### src/rtl/spi_slave_gen2.sv
// Parametrised SPI slave: any CPOL/CPHA, MSB/LSB first, TX holding register, RX word strobe.
// Define SPI_SLAVE_RX_ACK_EN to add i_rx_ready/o_rx_overrun backpressure on the received word.
//
// state     | meaning
// WAIT_IDLE | after reset; waits for CSn high so a frame already in flight is ignored
// IDLE      | CSn high, no frame
// ACTIVE    | CSn low, shifting words
module spi_slave_gen2 #(
  parameter int DATA_W      = 8,
  parameter int CPOL        = 0,
  parameter int CPHA        = 0,
  parameter int MSB_FIRST   = 1,
  parameter int SYNC_STAGES = 2
) (
  input  logic              i_clk,
  input  logic              i_rst_n,
  input  logic              i_spi_s_sck,
  input  logic              i_spi_s_cs_n,
  input  logic              i_spi_s_mosi,
  output logic              o_spi_s_miso,
  output logic              o_spi_s_miso_oe,
  input  logic [DATA_W-1:0] i_tx_data,
  input  logic              i_tx_valid,
  output logic              o_tx_ready,
  output logic              o_tx_underrun,
  output logic [DATA_W-1:0] o_rx_data,
  output logic              o_rx_valid,
`ifdef SPI_SLAVE_RX_ACK_EN
  input  logic              i_rx_ready,
  output logic              o_rx_overrun,
`endif
  output logic              o_busy
);

  localparam int CNT_W = $clog2(DATA_W);
  localparam logic SCK_IDLE = (CPOL != 0);
  localparam logic [CNT_W-1:0] LAST_BIT = CNT_W'(DATA_W - 1);

  typedef enum logic [1:0] {WAIT_IDLE, IDLE, ACTIVE} state_t;
  state_t state, state_nxt;

  logic [SYNC_STAGES-1:0] sck_sync, cs_sync, mosi_sync;
  logic [1:0]             flush_cnt;
  logic                   sck_new, sck_old, cs_n_s, mosi_s;
  logic                   lead_edge, trail_edge, active, sample_edge, drive_edge;
  logic                   frame_start, word_done, load, tx_accept;

  logic [DATA_W-1:0] hold, tx_shift, tx_shifted, rx_shift, rx_next;
  logic              hold_full, tx_top, miso_q, und_pend;
  logic [CNT_W-1:0]  bit_cnt;

  // Stage 0 takes the pin; the last two stages feed edge detection and levels.
  always_ff @(posedge i_clk) begin
    if (!i_rst_n) begin
      sck_sync  <= {SYNC_STAGES{SCK_IDLE}};
      cs_sync   <= '1;
      mosi_sync <= '0;
      flush_cnt <= 2'(SYNC_STAGES);
    end else begin
      sck_sync  <= {sck_sync[SYNC_STAGES-2:0], i_spi_s_sck};
      cs_sync   <= {cs_sync[SYNC_STAGES-2:0], i_spi_s_cs_n};
      mosi_sync <= {mosi_sync[SYNC_STAGES-2:0], i_spi_s_mosi};
      if (flush_cnt != 2'd0) flush_cnt <= flush_cnt - 2'd1;
    end
  end

  assign sck_new    = sck_sync[SYNC_STAGES-2];
  assign sck_old    = sck_sync[SYNC_STAGES-1];
  assign cs_n_s     = cs_sync[SYNC_STAGES-1];
  assign mosi_s     = mosi_sync[SYNC_STAGES-1];
  assign lead_edge  = (sck_old == SCK_IDLE) && (sck_new != SCK_IDLE);
  assign trail_edge = (sck_old != SCK_IDLE) && (sck_new == SCK_IDLE);

  assign active      = (state == ACTIVE) && !cs_n_s;
  assign sample_edge = active && ((CPHA != 0) ? trail_edge : lead_edge);
  assign drive_edge  = active && ((CPHA != 0) ? lead_edge : trail_edge);
  assign frame_start = (state == IDLE) && !cs_n_s;
  assign word_done   = sample_edge && (bit_cnt == LAST_BIT);
  assign load        = frame_start || word_done;
  assign tx_accept   = i_tx_valid && !hold_full;

  always_ff @(posedge i_clk) begin
    if (!i_rst_n) state <= WAIT_IDLE;
    else          state <= state_nxt;
  end

  // The flush count keeps the reset values of the CSn synchroniser from looking like an idle bus.
  always_comb begin
    state_nxt = state;
    unique case (state)
      WAIT_IDLE: if ((flush_cnt == 2'd0) && cs_n_s) state_nxt = IDLE;
      IDLE:      if (!cs_n_s) state_nxt = ACTIVE;
      ACTIVE:    if (cs_n_s) state_nxt = IDLE;
      default:   state_nxt = WAIT_IDLE;
    endcase
  end

  assign tx_top     = (MSB_FIRST != 0) ? tx_shift[DATA_W-1] : tx_shift[0];
  assign tx_shifted = (MSB_FIRST != 0) ? {tx_shift[DATA_W-2:0], 1'b0}
                                       : {1'b0, tx_shift[DATA_W-1:1]};
  assign rx_next    = (MSB_FIRST != 0) ? {rx_shift[DATA_W-2:0], mosi_s}
                                       : {mosi_s, rx_shift[DATA_W-1:1]};

  always_ff @(posedge i_clk) begin
    if (!i_rst_n) begin
      hold          <= '0;
      hold_full     <= 1'b0;
      tx_shift      <= '0;
      miso_q        <= 1'b0;
      und_pend      <= 1'b0;
      o_tx_underrun <= 1'b0;
    end else begin
      o_tx_underrun <= 1'b0;
      if (tx_accept) begin
        hold      <= i_tx_data;
        hold_full <= 1'b1;
      end
      if (load) begin
        if (hold_full) begin
          tx_shift  <= hold;
          hold_full <= 1'b0;
        end else begin
          tx_shift <= '0;
          if (frame_start) o_tx_underrun <= 1'b1;
        end
      end else if (drive_edge && ((CPHA != 0) || (bit_cnt != '0))) begin
        // CPHA=0: the trailing edge right after a word boundary must not shift the fresh word
        tx_shift <= tx_shifted;
      end
      if (frame_start) miso_q <= 1'b0;
      else if (drive_edge && (CPHA != 0)) miso_q <= tx_top;
      // An empty reload mid-frame only counts as underrun once the master starts that word
      if (!active) und_pend <= 1'b0;
      else if (word_done && !hold_full) und_pend <= 1'b1;
      else if (und_pend && lead_edge) begin
        und_pend      <= 1'b0;
        o_tx_underrun <= 1'b1;
      end
    end
  end

  always_ff @(posedge i_clk) begin
    if (!i_rst_n) begin
      bit_cnt    <= '0;
      rx_shift   <= '0;
      o_rx_data  <= '0;
      o_rx_valid <= 1'b0;
`ifdef SPI_SLAVE_RX_ACK_EN
      o_rx_overrun <= 1'b0;
`endif
    end else begin
      if (!active) begin
        bit_cnt  <= '0;
        rx_shift <= '0;
      end else if (sample_edge) begin
        bit_cnt  <= word_done ? '0 : bit_cnt + 1'b1;
        rx_shift <= rx_next;
      end
      if (word_done) o_rx_data <= rx_next;
`ifdef SPI_SLAVE_RX_ACK_EN
      if (word_done) o_rx_valid <= 1'b1;
      else if (i_rx_ready) o_rx_valid <= 1'b0;
      o_rx_overrun <= word_done && o_rx_valid && !i_rx_ready;
`else
      o_rx_valid <= word_done;
`endif
    end
  end

  assign o_tx_ready      = !hold_full;
  assign o_busy          = (state == ACTIVE);
  assign o_spi_s_miso_oe = (state == ACTIVE);
  assign o_spi_s_miso    = (state == ACTIVE) && ((CPHA != 0) ? miso_q : tx_top);

endmodule

### config.mk
export PLATFORM = sky130hd
export DESIGN_NAME = spi_slave_gen2
export DESIGN_NICKNAME = d
export VERILOG_FILES = /design/src/rtl/spi_slave_gen2.sv
export SDC_FILE = /design/constraint.sdc
export NUM_CORES = 1
export LEC_CHECK = 0
export ABC_AREA = 1
export CAP_MARGIN = 20
export CORE_ASPECT_RATIO = 0.8
export CORE_MARGIN = 4
export CORE_UTILIZATION = 51
export CTS_BUF_LIST = sky130_fd_sc_hd__clkbuf_16
export DETAILED_ROUTE_END_ITERATION = 8
export PLACE_DENSITY_LB_ADDON = 0.08
export SYNTH_ARGS = -nofsm -noshare
export SYNTH_HDL_FRONTEND = slang
export SYNTH_SLANG_ARGS = --single-unit
export TNS_END_PERCENT = 50
### constraint.sdc
create_clock -name i_clk -period 1.57 [get_ports i_clk]
set_input_delay 0.2355 -clock i_clk [delete_from_list [all_inputs] [get_ports i_clk]]
set_output_delay 0.2355 -clock i_clk [all_outputs]
set_load 0.005 [all_outputs]
==> summary.txt <==
Clock tree
  – Hold Buf Count CTS: 0
  – Root buffer cell: clkbuf_16
  – CTS sink cnt: 48
  – Post-CTS Setup Repair Bufs: 0
  – Max Root-Sink Buffers: 2
  – CTS tree: built
  – Cts bufs inserted: 5
  – Clock-pin slew on the worst setup and hold paths: 60 ps
  – CTS H-Tree Depth: 2
  – Worst skew pair latency: 280 ps

Hold path
  – Worst Hold Launch: mosi_sync[0]
  – Hold Path Class: reg -> reg

Yosys
  – Post-synth cell types: 26
  – Synthesized instance count: 254
  – Sequential cell area fraction in the yosys report: 49.3%
  – Post-synth ARST share: 0%
  – Post-Syn Nets: 272
  – Synth Register Bits: 48
  – Yosys top cell area share: 49.3%
  – Top cells by area, synth: dfxtp_1 49%, nand2_1 8.9%, nor2_1 8.7%
  – Synth top cells by count: 48 x dfxtp_1, 46 x nand2_1, 45 x nor2_1
  – Syn Std Cell Area: 1950 um^2
  – Post-synth top area cell: dfxtp_1
  – Most common cell in the netlist: dfxtp_1
  – Yosys warning total: 0
  – Post-synth EDFFs: 0
  – Avg Cell Area, Syn: 7.67 um^2
  – Dominant synthesized flop cell: dfxtp_1

Critical path
  – CP Capture Type: primary output
  – Critical path origin: state[0]
  – Max FO, Critical Path: 4
  – Most frequent cell on the critical path: inv_2
  – Setup CP Type: reg -> out
  – CP Data Required Time: 1330 ps
  – Crit-path cells: inv_2 -> nand2_4 -> inv_2 -> clkdlybuf4s50_1
  – Startpoint types: flip-flop
  – WP data arrival: 1300 ps
  – Reg2reg start: bit_cnt[0]
  – Slowest cell delay on critical path: 480 ps
  – CP bufs+invs: 3
  – Crit-path leading delay family: buffers and inverters
  – Slowest CP cell: clkdlybuf4s50_1

Global routing
  – Met3 Use GR: 6.98%
  – Tot GR Track Use: 17.3%
  – First-pass GRT wire length: 6710 um
  – Initial antenna violation count: 0
  – Top Usage Layer GRT: met1
  – GRT overflow: 0
  – Largest net degree at the start of global routing: 20
  – Number of global-route vias before repair: 1,459
  – GR Util met1: 25.1%
  – M2 GR Usage: 23.5%

STA
  – Final setup violating endpoints: 0
  – RSZ-0062 raised after global routing: yes
  – Skew final: 5.10 ps
  – Setup ws final: 30.9 ps
  – Fin. Hold Viols: 0
  – Min cycle time layout: 1540 ps
  – Hold WS: 414 ps
  – Highest clock rate: 650 MHz
  – Least-Margin Pin Slew: 283 ps
  – Fin crit share: 98.0%
  – Worst slew margin relative to its limit: 81.1%
  – Slew Limit Fails: 0

Routing
  – Wire per inst: 11.4 um
  – Post-Route WL: 3780 um
  – Post-detailed-route count of antenna-violating nets: 0
  – DR iter-0 viols: 73
  – Residual DRC count: 0
  – Drt pass-1 iters: 6
  – Vias: 1,568
  – Vias/cell: 4.72

Finish
  – Share of cells above drive strength 1: 10.7%
  – Layout filler cell count: 318
  – Antenna diode instance count: 0
  – Area grow syn2layout: 26.1%
  – Final #Nets: 308

Floorplanning
  – Die width: 77.1 um
  – Die area: 4880 um^2
  – Core area: 3540 um^2
  – Starting Density: 55.0%
  – DIE HEIGHT: 63.3 um
  – Std cell rows: 19
  – # IOs: 28

Power
  – Max rail drop VDD: 0.811 mV
  – PwrDens: 1040 nW/um^2
  – Leakage: 1.15 nW

Placed design
  – DP HPWL: 2710 um
  – Place WS: 115 ps
  – IO buf count: 27
  – Gpl congestion: 0.794

Run status
  – Outcome: finished, final reports clean

Job
  – Max_cap viols: 0
## power breakdown
| group | internal, mW | leakage [nW] | switching [mW] |
|---|---|---|---|
| clock network | 0.572 | 0.0709 | 0.420 |
| logic | 0.114 | 0.687 | 0.130 |
| registers | 1.28 | 0.391 | 0.0352 |
## worst reg2reg max path, cell delays in order (launching register included)
cell	delay (ps)
dfxtp_1	310
ha_1	190
ha_1	200
nand3_2	120
buf_4	180
nand3_4	120
o21ai_0	180
nor2_1	60
## metrics by stage
step | cells | power, mW | area, um^2 | TNS, ps | utilization (%)
3_5_place_dp | 325 | 1.58 | 2310 | 0 | 65.3
6_report | 332 | 2.55 | 2460 | 0 | 69.4
5_1_grt | 332 | 2.69 | 2460 | -57.5 | 69.4
4_1_cts | 332 | 2.57 | 2450 | 0 | 69.2
3_3_place_gp | 325 | 1.58 | 2310 | 0 | 65.3
2_1_floorplan | 254 | 1.49 | 1950 | 0 | -
## layer usage
metal / share of wire, % / wire [um]
met1: 55 / 2100
met2: 40 / 1500
met3: 4.1 / 155
met4: 0.77 / 29
met5: 0 / 0
## cells by family after synthesis
logic type      count (synthesis)  share of synthesized area [%]
simple gates                  112                           26.1
flops                          48                           49.3
compound gates                 45                           12.2
buf+inv                        44                           9.37
fa+ha+maj                       4                           2.57
xor+xnor                        1                          0.449
## final timing paths
kind                  endpoint  slack, ps  cells after the start
setup / recovery        o_busy         30                      4
setup reg to reg   tx_shift[3]         90                      7
hold reg to reg   mosi_sync[1]        410                      2
hold / removal    mosi_sync[1]        410                      2
## flip-flops by register name (all words and copies together), names as in the netlist
name,cells
hold,8
o_rx_data,8
tx_shift,8
rx_shift,7
bit_cnt,3
cs_sync,2
flush_cnt,2
mosi_sync,2
sck_sync,2
state,2
hold_full,1
o_rx_valid,1
o_tx_underrun,1
und_pend,1
## cell usage in the layout (no fill, tap or decap)
cell type and count:
dfxtp_1 47, nand2_1 46, nor2_1 45, inv_1 32, clkdlybuf4s50_1 25, o21ai_0 20
a21oi_1 20, nand3_1 9, buf_4 9, clkbuf_16 5, a211oi_1 4, ha_1 4
inv_2 3, nand2_4 2, or2_2 2, nand4_1 2, nor2_2 2, nor2_8 1
nand3_2 1, clkinvlp_4 1, clkinv_1 1, nand3_4 1, nand2_8 1, xor2_1 1
o21bai_1 1, clkinv_2 1, dlygate4sd2_1 1, dlymetal6s2s_1 1, buf_12 1, dfxtp_2 1
## repair_timing
action,in CTS,in global routing
endpoints found under the setup margin,3,3
gates resized for setup,3,3
endpoints found under the hold margin,0,0
## final cells by class
type / count / area [um^2] / share of cell area (%)
clock buffers: 5 / 125 / 5.09
inverters: 36 / 139 / 5.65
flip-flops and latches: 48 / 962 / 39.2
multi-input cells: 162 / 811 / 33.0
well taps: 42 / 52.6 / 2.14
clock inverters: 2 / 8.76 / 0.356
repair buffers: 37 / 359 / 14.6
Power figures use the tool's default switching activity.
